File: src/rtl/sgdmac_pkg.sv
// Shared SG DMA definitions: AXI burst/size encodings and the AR payload record.
package sgdmac_pkg;

  typedef enum logic [1:0] {
    BURST_FIXED = 2'b00,
    BURST_INCR  = 2'b01,
    BURST_WRAP  = 2'b10
  } axi_burst_e;

  localparam logic [2:0] SIZE_1B   = 3'd0;
  localparam logic [2:0] SIZE_2B   = 3'd1;
  localparam logic [2:0] SIZE_4B   = 3'd2;
  localparam logic [2:0] SIZE_8B   = 3'd3;
  localparam logic [2:0] SIZE_16B  = 3'd4;
  localparam logic [2:0] SIZE_32B  = 3'd5;
  localparam logic [2:0] SIZE_64B  = 3'd6;
  localparam logic [2:0] SIZE_128B = 3'd7;

  // Address field is sized for the widest supported bus; narrower users pad.
  localparam int unsigned AR_ADDR_MAX_W = 64;

  typedef struct packed {
    logic [AR_ADDR_MAX_W-1:0] addr;
    logic [3:0]               len;
    logic [2:0]               size;
    logic [1:0]               burst;
  } ar_payload_t;

endpackage

File: src/rtl/sgdmac_ar_rr_mux_if.sv
// AR/R bundle of the read mux: per-master request/response side and the AXI side.
// The 'slave' view belongs to the mux (it serves the requesters), 'master' to its environment.
interface sgdmac_ar_rr_mux_if #(
  parameter int unsigned N_MASTERS  = 4,
  parameter int unsigned ID_WIDTH   = 4,
  parameter int unsigned ADDR_WIDTH = 32
);

  logic [N_MASTERS-1:0]            m_arvalid_i;
  logic [N_MASTERS-1:0]            m_arready_o;
  logic [N_MASTERS*ADDR_WIDTH-1:0] m_araddr_i;
  logic [N_MASTERS*4-1:0]          m_arlen_i;
  logic [N_MASTERS*3-1:0]          m_arsize_i;
  logic [N_MASTERS*2-1:0]          m_arburst_i;

  logic [ID_WIDTH-1:0]             arid_o;
  logic [ADDR_WIDTH-1:0]           araddr_o;
  logic [3:0]                      arlen_o;
  logic [2:0]                      arsize_o;
  logic [1:0]                      arburst_o;
  logic                            arvalid_o;
  logic                            arready_i;

  logic [ID_WIDTH-1:0]             rid_i;
  logic                            rvalid_i;
  logic                            rlast_i;
  logic                            rready_o;

  logic [N_MASTERS-1:0]            m_rvalid_o;
  logic [N_MASTERS-1:0]            m_rlast_o;
  logic [N_MASTERS-1:0]            m_rready_i;

  logic                            err_o;
  logic                            busy_o;

  modport slave (
    input  m_arvalid_i, m_araddr_i, m_arlen_i, m_arsize_i, m_arburst_i,
    output m_arready_o,
    output arid_o, araddr_o, arlen_o, arsize_o, arburst_o, arvalid_o,
    input  arready_i,
    input  rid_i, rvalid_i, rlast_i,
    output rready_o,
    output m_rvalid_o, m_rlast_o,
    input  m_rready_i,
    output err_o, busy_o
  );

  modport master (
    output m_arvalid_i, m_araddr_i, m_arlen_i, m_arsize_i, m_arburst_i,
    input  m_arready_o,
    input  arid_o, araddr_o, arlen_o, arsize_o, arburst_o, arvalid_o,
    output arready_i,
    output rid_i, rvalid_i, rlast_i,
    input  rready_o,
    input  m_rvalid_o, m_rlast_o,
    output m_rready_i,
    input  err_o, busy_o
  );

endinterface

File: src/rtl/sgdmac_rr_arbiter.sv
// Combinational round-robin arbiter: first requester above 'last', wrapping.
module sgdmac_rr_arbiter #(
  parameter int unsigned N  = 4,
  parameter int unsigned IW = $clog2(N)
) (
  input  logic [N-1:0]  req,
  input  logic [IW-1:0] last,
  output logic [N-1:0]  gnt,
  output logic [IW-1:0] idx
);

  int unsigned   cand;
  logic [IW-1:0] cand_idx;
  logic          found;

  // Scan last+1 .. last+N modulo N and take the first request hit.
  always_comb begin
    gnt      = '0;
    idx      = '0;
    found    = 1'b0;
    cand     = 0;
    cand_idx = '0;
    for (int unsigned i = 1; i <= N; i++) begin
      cand     = (32'(last) + i) % N;
      cand_idx = IW'(cand);
      if (!found && req[cand_idx]) begin
        found         = 1'b1;
        gnt[cand_idx] = 1'b1;
        idx           = cand_idx;
      end
    end
  end

endmodule

File: src/rtl/sgdmac_ar_rr_mux.sv
// AXI read-address mux with round-robin grant, registered AR stage,
// per-master outstanding-burst limits and rid-indexed R control routing.
module sgdmac_ar_rr_mux
  import sgdmac_pkg::*;
#(
  parameter int unsigned N_MASTERS  = 4,
  parameter int unsigned ID_WIDTH   = 4,
  parameter int unsigned ADDR_WIDTH = 32,
  parameter int unsigned MAX_OUT    = 4
) (
  input logic               clk,
  input logic               rst,
  sgdmac_ar_rr_mux_if.slave bus
);

  localparam int unsigned     IDX_W   = $clog2(N_MASTERS);
  localparam int unsigned     CNT_W   = $clog2(MAX_OUT + 1);
  localparam logic [CNT_W-1:0] CNT_MAX = CNT_W'(MAX_OUT);

  logic [CNT_W-1:0]     out_cnt [N_MASTERS];
  logic [IDX_W-1:0]     last;
  logic                 ar_valid_q;
  ar_payload_t          ar_q;
  ar_payload_t          ar_d;
  logic [ID_WIDTH-1:0]  arid_q;
  logic                 err_q;

  logic [N_MASTERS-1:0] eligible;
  logic [N_MASTERS-1:0] gnt;
  logic [IDX_W-1:0]     gnt_idx;
  logic [N_MASTERS-1:0] arready;
  logic                 reg_free;
  logic                 grant;

  logic [N_MASTERS-1:0] rvalid;
  logic [N_MASTERS-1:0] rlast;
  logic [N_MASTERS-1:0] dec;
  logic                 rready;
  logic                 rid_known;
  logic                 any_out;
  logic                 addr_pad_unused;

  // A master may compete only while it is below its outstanding limit.
  always_comb begin
    eligible = '0;
    for (int unsigned k = 0; k < N_MASTERS; k++) begin
      eligible[k] = bus.m_arvalid_i[k] && (out_cnt[k] < CNT_MAX);
    end
  end

  assign reg_free = !ar_valid_q || bus.arready_i;

  sgdmac_rr_arbiter #(
    .N  (N_MASTERS),
    .IW (IDX_W)
  ) u_arb (
    .req  (eligible),
    .last (last),
    .gnt  (gnt),
    .idx  (gnt_idx)
  );

  // Grants are only issued into a free output register and never during reset.
  assign arready = (reg_free && !rst) ? gnt : '0;
  assign grant   = |arready;

  // Select the winning master's payload from the packed request buses.
  always_comb begin
    ar_d       = '0;
    ar_d.addr  = AR_ADDR_MAX_W'(bus.m_araddr_i[gnt_idx*ADDR_WIDTH +: ADDR_WIDTH]);
    ar_d.len   = bus.m_arlen_i[gnt_idx*4 +: 4];
    ar_d.size  = bus.m_arsize_i[gnt_idx*3 +: 3];
    ar_d.burst = bus.m_arburst_i[gnt_idx*2 +: 2];
  end

  // AR output register: load on grant, hold under backpressure, drop when drained.
  always_ff @(posedge clk) begin
    if (rst) begin
      ar_valid_q <= 1'b0;
      ar_q       <= '0;
      arid_q     <= '0;
      last       <= IDX_W'(N_MASTERS - 1);
    end else if (grant) begin
      ar_valid_q <= 1'b1;
      ar_q       <= ar_d;
      arid_q     <= ID_WIDTH'(gnt_idx);
      last       <= gnt_idx;
    end else if (reg_free) begin
      ar_valid_q <= 1'b0;
    end
  end

  // R control routing by rid; unknown ids are drained with rready held high.
  always_comb begin
    rvalid    = '0;
    rlast     = '0;
    dec       = '0;
    rready    = 1'b1;
    rid_known = 1'b0;
    for (int unsigned k = 0; k < N_MASTERS; k++) begin
      if (bus.rid_i == ID_WIDTH'(k)) begin
        rid_known = 1'b1;
        rvalid[k] = bus.rvalid_i;
        rlast[k]  = bus.rlast_i;
        rready    = bus.m_rready_i[k];
        dec[k]    = bus.rvalid_i && bus.rlast_i && bus.m_rready_i[k];
      end
    end
  end

  // Outstanding-burst counters: +1 on grant, -1 on accepted last beat, both cancel.
  always_ff @(posedge clk) begin
    for (int unsigned k = 0; k < N_MASTERS; k++) begin
      if (rst) begin
        out_cnt[k] <= '0;
      end else if (arready[k] && !dec[k]) begin
        out_cnt[k] <= out_cnt[k] + 1'b1;
      end else if (dec[k] && !arready[k]) begin
        out_cnt[k] <= out_cnt[k] - 1'b1;
      end
    end
  end

  // Sticky flag for response beats carrying an id no master owns.
  always_ff @(posedge clk) begin
    if (rst) begin
      err_q <= 1'b0;
    end else if (bus.rvalid_i && !rid_known) begin
      err_q <= 1'b1;
    end
  end

  // Any master with bursts still in flight keeps the block busy.
  always_comb begin
    any_out = 1'b0;
    for (int unsigned k = 0; k < N_MASTERS; k++) begin
      any_out = any_out || (out_cnt[k] != '0);
    end
  end

  // Pad bits of the package-wide address field beyond ADDR_WIDTH carry nothing.
  assign addr_pad_unused = ^ar_q.addr;

  assign bus.m_arready_o = arready;
  assign bus.arvalid_o   = ar_valid_q;
  assign bus.arid_o      = arid_q;
  assign bus.araddr_o    = ar_q.addr[ADDR_WIDTH-1:0];
  assign bus.arlen_o     = ar_q.len;
  assign bus.arsize_o    = ar_q.size;
  assign bus.arburst_o   = ar_q.burst;
  assign bus.rready_o    = rready;
  assign bus.m_rvalid_o  = rvalid;
  assign bus.m_rlast_o   = rlast;
  assign bus.err_o       = err_q;
  assign bus.busy_o      = ar_valid_q || any_out;

  for (genvar k = 0; k < N_MASTERS; k++) begin : g_cnt_chk
    assert property (@(posedge clk) disable iff (rst)
      !(arready[k] && !dec[k] && out_cnt[k] == CNT_MAX));
    assert property (@(posedge clk) disable iff (rst)
      !(dec[k] && !arready[k] && out_cnt[k] == '0));
  end

endmodule

File: src/flat_wrapper.sv
// flat-port wrapper written by rule: the top's interface ports become plain ports
module sgdmac_ar_rr_mux_flat import sgdmac_pkg::*;
#(
  parameter int unsigned N_MASTERS  = 4,
  parameter int unsigned ID_WIDTH   = 4,
  parameter int unsigned ADDR_WIDTH = 32,
  parameter int unsigned MAX_OUT    = 4
)
  (clk, rst, bus_m_arvalid_i, bus_m_araddr_i, bus_m_arlen_i, bus_m_arsize_i, bus_m_arburst_i, bus_m_arready_o, bus_arid_o, bus_araddr_o, bus_arlen_o, bus_arsize_o, bus_arburst_o, bus_arvalid_o, bus_arready_i, bus_rid_i, bus_rvalid_i, bus_rlast_i, bus_rready_o, bus_m_rvalid_o, bus_m_rlast_o, bus_m_rready_i, bus_err_o, bus_busy_o);
  sgdmac_ar_rr_mux_if #(.N_MASTERS(N_MASTERS), .ID_WIDTH(ID_WIDTH), .ADDR_WIDTH(ADDR_WIDTH)) bus_i ();
  input logic clk;
  input logic rst;
  input wire logic [$bits(bus_i.m_arvalid_i)-1:0] bus_m_arvalid_i;
  input wire logic [$bits(bus_i.m_araddr_i)-1:0] bus_m_araddr_i;
  input wire logic [$bits(bus_i.m_arlen_i)-1:0] bus_m_arlen_i;
  input wire logic [$bits(bus_i.m_arsize_i)-1:0] bus_m_arsize_i;
  input wire logic [$bits(bus_i.m_arburst_i)-1:0] bus_m_arburst_i;
  output wire logic [$bits(bus_i.m_arready_o)-1:0] bus_m_arready_o;
  output wire logic [$bits(bus_i.arid_o)-1:0] bus_arid_o;
  output wire logic [$bits(bus_i.araddr_o)-1:0] bus_araddr_o;
  output wire logic [$bits(bus_i.arlen_o)-1:0] bus_arlen_o;
  output wire logic [$bits(bus_i.arsize_o)-1:0] bus_arsize_o;
  output wire logic [$bits(bus_i.arburst_o)-1:0] bus_arburst_o;
  output wire logic [$bits(bus_i.arvalid_o)-1:0] bus_arvalid_o;
  input wire logic [$bits(bus_i.arready_i)-1:0] bus_arready_i;
  input wire logic [$bits(bus_i.rid_i)-1:0] bus_rid_i;
  input wire logic [$bits(bus_i.rvalid_i)-1:0] bus_rvalid_i;
  input wire logic [$bits(bus_i.rlast_i)-1:0] bus_rlast_i;
  output wire logic [$bits(bus_i.rready_o)-1:0] bus_rready_o;
  output wire logic [$bits(bus_i.m_rvalid_o)-1:0] bus_m_rvalid_o;
  output wire logic [$bits(bus_i.m_rlast_o)-1:0] bus_m_rlast_o;
  input wire logic [$bits(bus_i.m_rready_i)-1:0] bus_m_rready_i;
  output wire logic [$bits(bus_i.err_o)-1:0] bus_err_o;
  output wire logic [$bits(bus_i.busy_o)-1:0] bus_busy_o;
  assign bus_i.m_arvalid_i = bus_m_arvalid_i;
  assign bus_i.m_araddr_i = bus_m_araddr_i;
  assign bus_i.m_arlen_i = bus_m_arlen_i;
  assign bus_i.m_arsize_i = bus_m_arsize_i;
  assign bus_i.m_arburst_i = bus_m_arburst_i;
  assign bus_m_arready_o = bus_i.m_arready_o;
  assign bus_arid_o = bus_i.arid_o;
  assign bus_araddr_o = bus_i.araddr_o;
  assign bus_arlen_o = bus_i.arlen_o;
  assign bus_arsize_o = bus_i.arsize_o;
  assign bus_arburst_o = bus_i.arburst_o;
  assign bus_arvalid_o = bus_i.arvalid_o;
  assign bus_i.arready_i = bus_arready_i;
  assign bus_i.rid_i = bus_rid_i;
  assign bus_i.rvalid_i = bus_rvalid_i;
  assign bus_i.rlast_i = bus_rlast_i;
  assign bus_rready_o = bus_i.rready_o;
  assign bus_m_rvalid_o = bus_i.m_rvalid_o;
  assign bus_m_rlast_o = bus_i.m_rlast_o;
  assign bus_i.m_rready_i = bus_m_rready_i;
  assign bus_err_o = bus_i.err_o;
  assign bus_busy_o = bus_i.busy_o;
  sgdmac_ar_rr_mux #(.N_MASTERS(N_MASTERS), .ID_WIDTH(ID_WIDTH), .ADDR_WIDTH(ADDR_WIDTH), .MAX_OUT(MAX_OUT)) u_core (.clk(clk), .rst(rst), .bus(bus_i));
endmodule
File: config.mk
export PLATFORM = sky130hd
export DESIGN_NAME = sgdmac_ar_rr_mux_flat
export DESIGN_NICKNAME = d
export VERILOG_FILES = /design/src/rtl/sgdmac_pkg.sv /design/src/rtl/sgdmac_ar_rr_mux_if.sv /design/src/rtl/sgdmac_rr_arbiter.sv /design/src/rtl/sgdmac_ar_rr_mux.sv /design/src/flat_wrapper.sv
export SDC_FILE = /design/constraint.sdc
export NUM_CORES = 1
export LEC_CHECK = 0
export CELL_PAD_IN_SITES_DETAIL_PLACEMENT = 0
export CELL_PAD_IN_SITES_GLOBAL_PLACEMENT = 1
export CORE_MARGIN = 2
export CORE_UTILIZATION = 33
export DETAILED_ROUTE_END_ITERATION = 6
export PLACE_DENSITY = 0.95
export SETUP_SLACK_MARGIN = 0.05
export SLEW_MARGIN = 20
export SYNTH_ARGS = -nofsm -noshare
export SYNTH_HDL_FRONTEND = slang
export SYNTH_HIERARCHICAL = 1
export SYNTH_SLANG_ARGS = --single-unit
File: constraint.sdc
create_clock -name clk -period 5.3 [get_ports clk]
set_input_delay 0.795 -clock clk [delete_from_list [all_inputs] [get_ports clk]]
set_output_delay 0.795 -clock clk [all_outputs]
set_load 0.005 [all_outputs]
Word-level counts from Yosys, hierarchy flattened
Memories as Yosys holds them, arrays and structs flattened.
Index checks and enable logic that the tools add are counted.
Cells by class
  reduce and logical (&&, ||, !) cells: 52
  $add $sub $neg: 12
  multipliers: 1
  muxes and demuxes: 88
  magnitude comparators: 12
  equality and inequality tests: 3
  bitwise gates (word level): 11
  shift operators: 4
Operator list (number)
  indexed part select 128 x 8 -> 32 bit: 1
  two-way mux 1 bit: 63
  logical AND 1 bit: 26
  two-way mux 3 bit: 8
  two-way mux 4 bit: 5
  indexed part select 16 x 5 -> 4 bit: 1
  logical NOT 1 bit: 14
  adder 3 x 1 -> 3 bit (second input constant): 4
  < comparator 2 x 3 -> 1 bit (second input constant): 4
  < comparator 3 bit (second input constant): 4
  bitwise OR 4 bit: 3
  nonzero test 3 bit: 4
  indexed part select 12 x 5 -> 3 bit: 1
  subtractor 3 x 1 -> 3 bit (second input constant): 4
  binary-select mux 1 bit (select 2 bit): 4
  demux 1 bit (select 2 bit): 4
  == test 4 x 2 -> 1 bit (second input constant): 2
  greater-or-equal comparator 2 x 1 -> 1 bit (second input constant): 4
  two-way mux 2 bit: 4
  bitwise OR 1 bit: 8
  indexed part select 8 x 4 -> 2 bit: 1
  logical OR 1 bit: 5
  adder 2 x 1 -> 2 bit (second input constant): 2
  adder 2 bit (second input constant): 2
  5 further kinds: 5
Storage, ports and cells
  memories kept: 1
  input bits: 181
  word-level logic and storage cells: 192
  RAM bits: 12
  register bits: 47
Memories
  u_core.out_cnt: depth 4, width 3, rd ports 4, clocked after Yosys merged registers in 0, write ports 4, line sgdmac_ar_rr_mux.sv:20  | logic [CNT_W-1:0] out_cnt [N_MASTERS];

Depth between registers and ports, before layout
Gate-level depths: netlist (run 1).
An unclocked memory read counts as a cell.
  depth in word-level cells: 23
  gate-level depth with buffers: 14
  gate-level depth less buffers: 12

Cells and area by module
The synthesis (run 1) kept the hierarchy.
Modules (own cells, without submodules)
  sgdmac_ar_rr_mux: area each 4297.9 um2, instances 1, cells an instance 383
  sgdmac_rr_arbiter: area each 490.5 um2, instances 1, cells an instance 59

Least setup slack after synthesis (run 1)
No wires, ideal clock.
  path kind: in2reg
  from: input port bus_m_arvalid_i[2]
  to: memory u_core/out_cnt[2][1] (netlist bit), data pin
  path slack: 1.852 ns
  cell stages on the path: 12
  data arrival time: 3.186 ns
  data required time: 5.038 ns
  path through: nor2b_1 > buf_6 > mux4_2 > nand2_1 > o21ai_1 > a221o_1 > buf_6 > a21oi_1 > nand2_1 > fa_1 > a211oi_1 > mux2_1
RTL lines
  start, declared: line flat_wrapper.sv:13  | input wire logic [$bits(bus_i.m_arvalid_i)-1:0] bus_m_arvalid_i;
  end, declared: line sgdmac_ar_rr_mux.sv:20

Final worst setup path (run 1)
  from: input port bus_m_arvalid_i[3]
  to: output port bus_m_arready_o[3]
On the way
  word-level cells in the longest chain between the ends: 14
  elaborated cells on any way between the ends: 26
  those cells by class: mux: 16; bitwise: 3; reduce/logical: 7
RTL lines
  logical AND 1 bit *: line sgdmac_ar_rr_mux.sv:47  | eligible[k] = bus.m_arvalid_i[k] && (out_cnt[k] < CNT_MAX);
  named net u_core.eligible[3]: line sgdmac_ar_rr_mux.sv:28  | logic [N_MASTERS-1:0] eligible;
  binary-select mux 1 bit (select 2 bit): line sgdmac_rr_arbiter.sv:26  | if (!found && req[cand_idx]) begin
  two-way mux 1 bit (not written as such): line sgdmac_rr_arbiter.sv:26
  two-way mux 1 bit: line sgdmac_rr_arbiter.sv:26
  logical NOT 1 bit: line sgdmac_rr_arbiter.sv:26
  logical AND 1 bit: line sgdmac_rr_arbiter.sv:26
  two-way mux 1 bit: line sgdmac_rr_arbiter.sv:26
  logical NOT 1 bit: line sgdmac_rr_arbiter.sv:26
  logical AND 1 bit: line sgdmac_rr_arbiter.sv:26
  two-way mux 1 bit: line sgdmac_rr_arbiter.sv:26
  logical NOT 1 bit: line sgdmac_rr_arbiter.sv:26
  logical AND 1 bit: line sgdmac_rr_arbiter.sv:26
  two-way mux 4 bit *: line sgdmac_rr_arbiter.sv:26
  named net u_core.gnt[3]: line sgdmac_ar_rr_mux.sv:29  | logic [N_MASTERS-1:0] gnt;
  two-way mux 4 bit *: line sgdmac_ar_rr_mux.sv:64  | assign arready = (reg_free && !rst) ? gnt : '0;
  end, declared: line flat_wrapper.sv:18  | output wire logic [$bits(bus_i.m_arready_o)-1:0] bus_m_arready_o;
Mark *: on every way through the listed nets, which the timed path passes. The rest lies on a longest branch. The select of a mux whose other input is x is not followed.

==> results of run 1 <==
[routing by layer]
metal / track usage, % / wire length, um / up-vias
met5: 0 / 0 / -
met4: 6.41 / 153 / 0
met3: 4.98 / 1200 / 11
met2: 36.5 / 8170 / 200
met1: 21.8 / 5780 / 2170
li1: - / - / 2120
[layout make-up]
cell class | instances | area, um^2 | area share (%)
timing repair buffer | 245 | 2440 | 32.7
inverter | 17 | 63.8 | 0.854
antenna | 1 | 2.50 | 0.0335
clock buffer | 13 | 303 | 4.05
tap | 184 | 230 | 3.08
sequential | 59 | 1300 | 17.4
multi-input combinational | 322 | 3110 | 41.7
clock inverter | 3 | 15.0 | 0.201
[kinds of logic (layout without fill, tap and decap cells)]
group,after synthesis,in the layout,synth area share [%]
AO/OA/AOI/OAI,135,135,18.5
XOR/XNOR,7,7,1.28
adder cells (fa/ha/maj),18,18,4.86
buffers and inverters,62,278,8.49
flip-flops,59,59,27.2
multiplexers,53,53,22.4
other,1,3,0.0783
AND/OR/NAND/NOR,107,107,17.2
[final timing paths]
kind	end	slack [ns]	depth (start not counted)	start
setup / recovery	bus_m_arready_o[3]	0.52	9	bus_m_arvalid_i[3]
hold / removal	u_core/bus.err_o$_SDFFE_PP0P_	0.45	2	u_core/bus.err_o$_SDFFE_PP0P_
hold reg to reg	u_core/bus.err_o$_SDFFE_PP0P_	0.45	2	u_core/bus.err_o$_SDFFE_PP0P_
setup reg to reg	u_core/out_cnt[2][1]$_SDFFCE_PN0P_	1.35	11	u_core/last[0]$_SDFFE_PP1P_
[Yosys cell counts (12+ instances only)]
master / count / area share (%)
dfxtp_1: 47 / 20
edfxtp_1: 12 / 7.5
buf_2: 15 / 1.6
nand3_2: 40 / 8.4
inv_1: 16 / 1.3
o21ai_1: 27 / 2.8
mux4_2: 43 / 20
nand2_1: 12 / 0.94
a21oi_1: 30 / 3.1
a21oi_2: 20 / 3.7
o21ai_0: 29 / 3.0
ha_1: 17 / 4.4
[flip-flops by register name (all words and copies together) (netlist names)]
signal	count
u_core/bus.err_o	1
u_core/out_cnt	12
u_core/bus.araddr_o	32
u_core/last	2
u_core/bus.arlen_o	4
u_core/bus.arvalid_o	1
u_core/bus.arsize_o	3
u_core/bus.arid_o	2
u_core/bus.arburst_o	2
[through the flow]
| stage | power [uW] | setup slack, ns | std cells |
|---|---|---|---|
| 4_1_cts | 4490 | 0.540 | 843 |
| 5_1_grt | 4760 | 0.293 | 844 |
| 3_3_place_gp | 3780 | 0.687 | 827 |
| 6_report | 4460 | 0.523 | 844 |
| 3_5_place_dp | 3870 | 0.537 | 827 |
| 2_1_floorplan | 3380 | 1.85 | 443 |
[worst max-delay path: stages]
cell and delay [ns]:
clkdlybuf4s50_1 0.45, nor2b_1 0.51, and3b_1 0.26, a21oi_1 0.05, o41ai_2 0.59, a221o_1 0.44
inv_1 0.15, nor3_1 0.18, clkdlybuf4s50_1 0.54
[layout by cell type, fill, tap and decap left out, drive strengths merged, types with 4 or more instances in the layout]
cell type	instances
nor2	5
xnor2	5
and3	4
a221o	5
dfxtp	47
inv	16
nand3	48
mux4	43
nor3	5
clkdlybuf4s50	238
ha	17
and2	8
clkbuf	13
a21oi	50
nand2	12
edfxtp	12
nor2b	5
buf	7
mux2i	8
o21ai	56
clkinv	4
nand4	4
[report_power, final]
group	leakage, uW	switching (uW)	total (uW)	internal (uW)
combinational	0.00199	1640	3120	1480
sequential	0.000514	109	738	629
clock	0.000162	207	603	396
==> impl_results.md, run 1 <==
* I/O Pins at 242
* Via Count at 4501
* H-tree depth at 3
* Final Skew at 0.00888 ns
* Critical Path Fanout Max at 9
* Post-DP Area at 0.00715 mm^2
* Leakage at 0.00267 uW
* Share of layout cells above drive strength 1 at between 20% and 30%
* HPWL Detailed at 11.3 mm
* Post-synth EDFFs at 12
* Setup TNS at 0 ns
* IO buf count at ~240
* Synth Cell Area at 0.00479 mm^2
* CTS clk-pin slew, worst paths at 0.05 ns
* Clock Latency Late Sink at roughly 0.33 ns
* Slew Limit Fails at 0
* Post-Syn Area per Cell at 10.8 um^2
* Syn-to-layout area delta at 56.1%
* Synth warn at 6
* Initial DRC count at 264
* Flop and latch count out of synthesis at 59
* Arrival time at the worst endpoint at 3.98 ns
* CTS max path bufs at 2
* CP Capture Type: output pin
* Setup violators final at 0
* Total track usage at 19.7%
* Fin nets at 853
* Crit share post-route at 90.1%
* First-pass GRT wire length at 24.5 mm
* # rows at 44
* Cells after Synth at 442
* GPL Wtd Cong at between 0.8 and 0.9
* Core Footprint at about 0.014 mm^2
* CTS tree: yes
* Drt total wl at 15.3 mm
* Routed Antenna Nets at 0
* Root Buffer: clkbuf_16
* WS Path Type: in -> out
* Worst-Margin Slew at 0.812 ns
* Fin area at 0.00747 mm^2
* Relative slew slack at 45.9%
* Post-synth cell types at 63
* Vias/cell at 5.33
* Status: complete, no violations
* Top_reg_cell synth: dfxtp_1
* Initial core utilization at about a third
* Average wire per standard cell at 18.1 um
* Share of async-settable or async-resettable flops after synthesis at 0%
* Max frequency at between 200 and 250 MHz
* Hold WS at approximately 0.45 ns
* Sink Count at 59
* Hold Buf Count CTS at 0
* Max Cap Viol at 0
* Num CTS Buffers at 9
* Grt total ovfl at 0
* Post-layout util at 52.0%
* # resized after CTS at 0
* Final Critical Period at 4.78 ns
* Drt pass-1 iters at 5
* Postcts setup bufs at 0
* CP startpoint kind: input pin
* Fillers at approximately 1200
* Largest net degree at the start of global routing at between 50 and 60
* Residual DRC at 0
* DIE WIDTH at about 120 um
* Final Hold Fails at 0
* Vias in the first global route at 4760
* Initial antenna violation count at 1
* Critical Path RT at 4.51 ns
* Worst Hold Class: reg -> reg
* Power Dens Cells at 597 mW/mm^2
* Sequential area share after synthesis at 27.2%
* Maximum VDD drop at 0.000490 V
* Die Ht at roughly 120 um
* Die area at 0.0155 mm^2
* RSZ-0062 raised after global routing: false
No activity file was read; power rests on OpenSTA's default activity.
==> run 2: changes to the inputs <==
GPL_ROUTABILITY_DRIVEN = 0   (was not set)
==> results of run 2 <==
Final layout, timing and power as in run 1 (identical DEF).
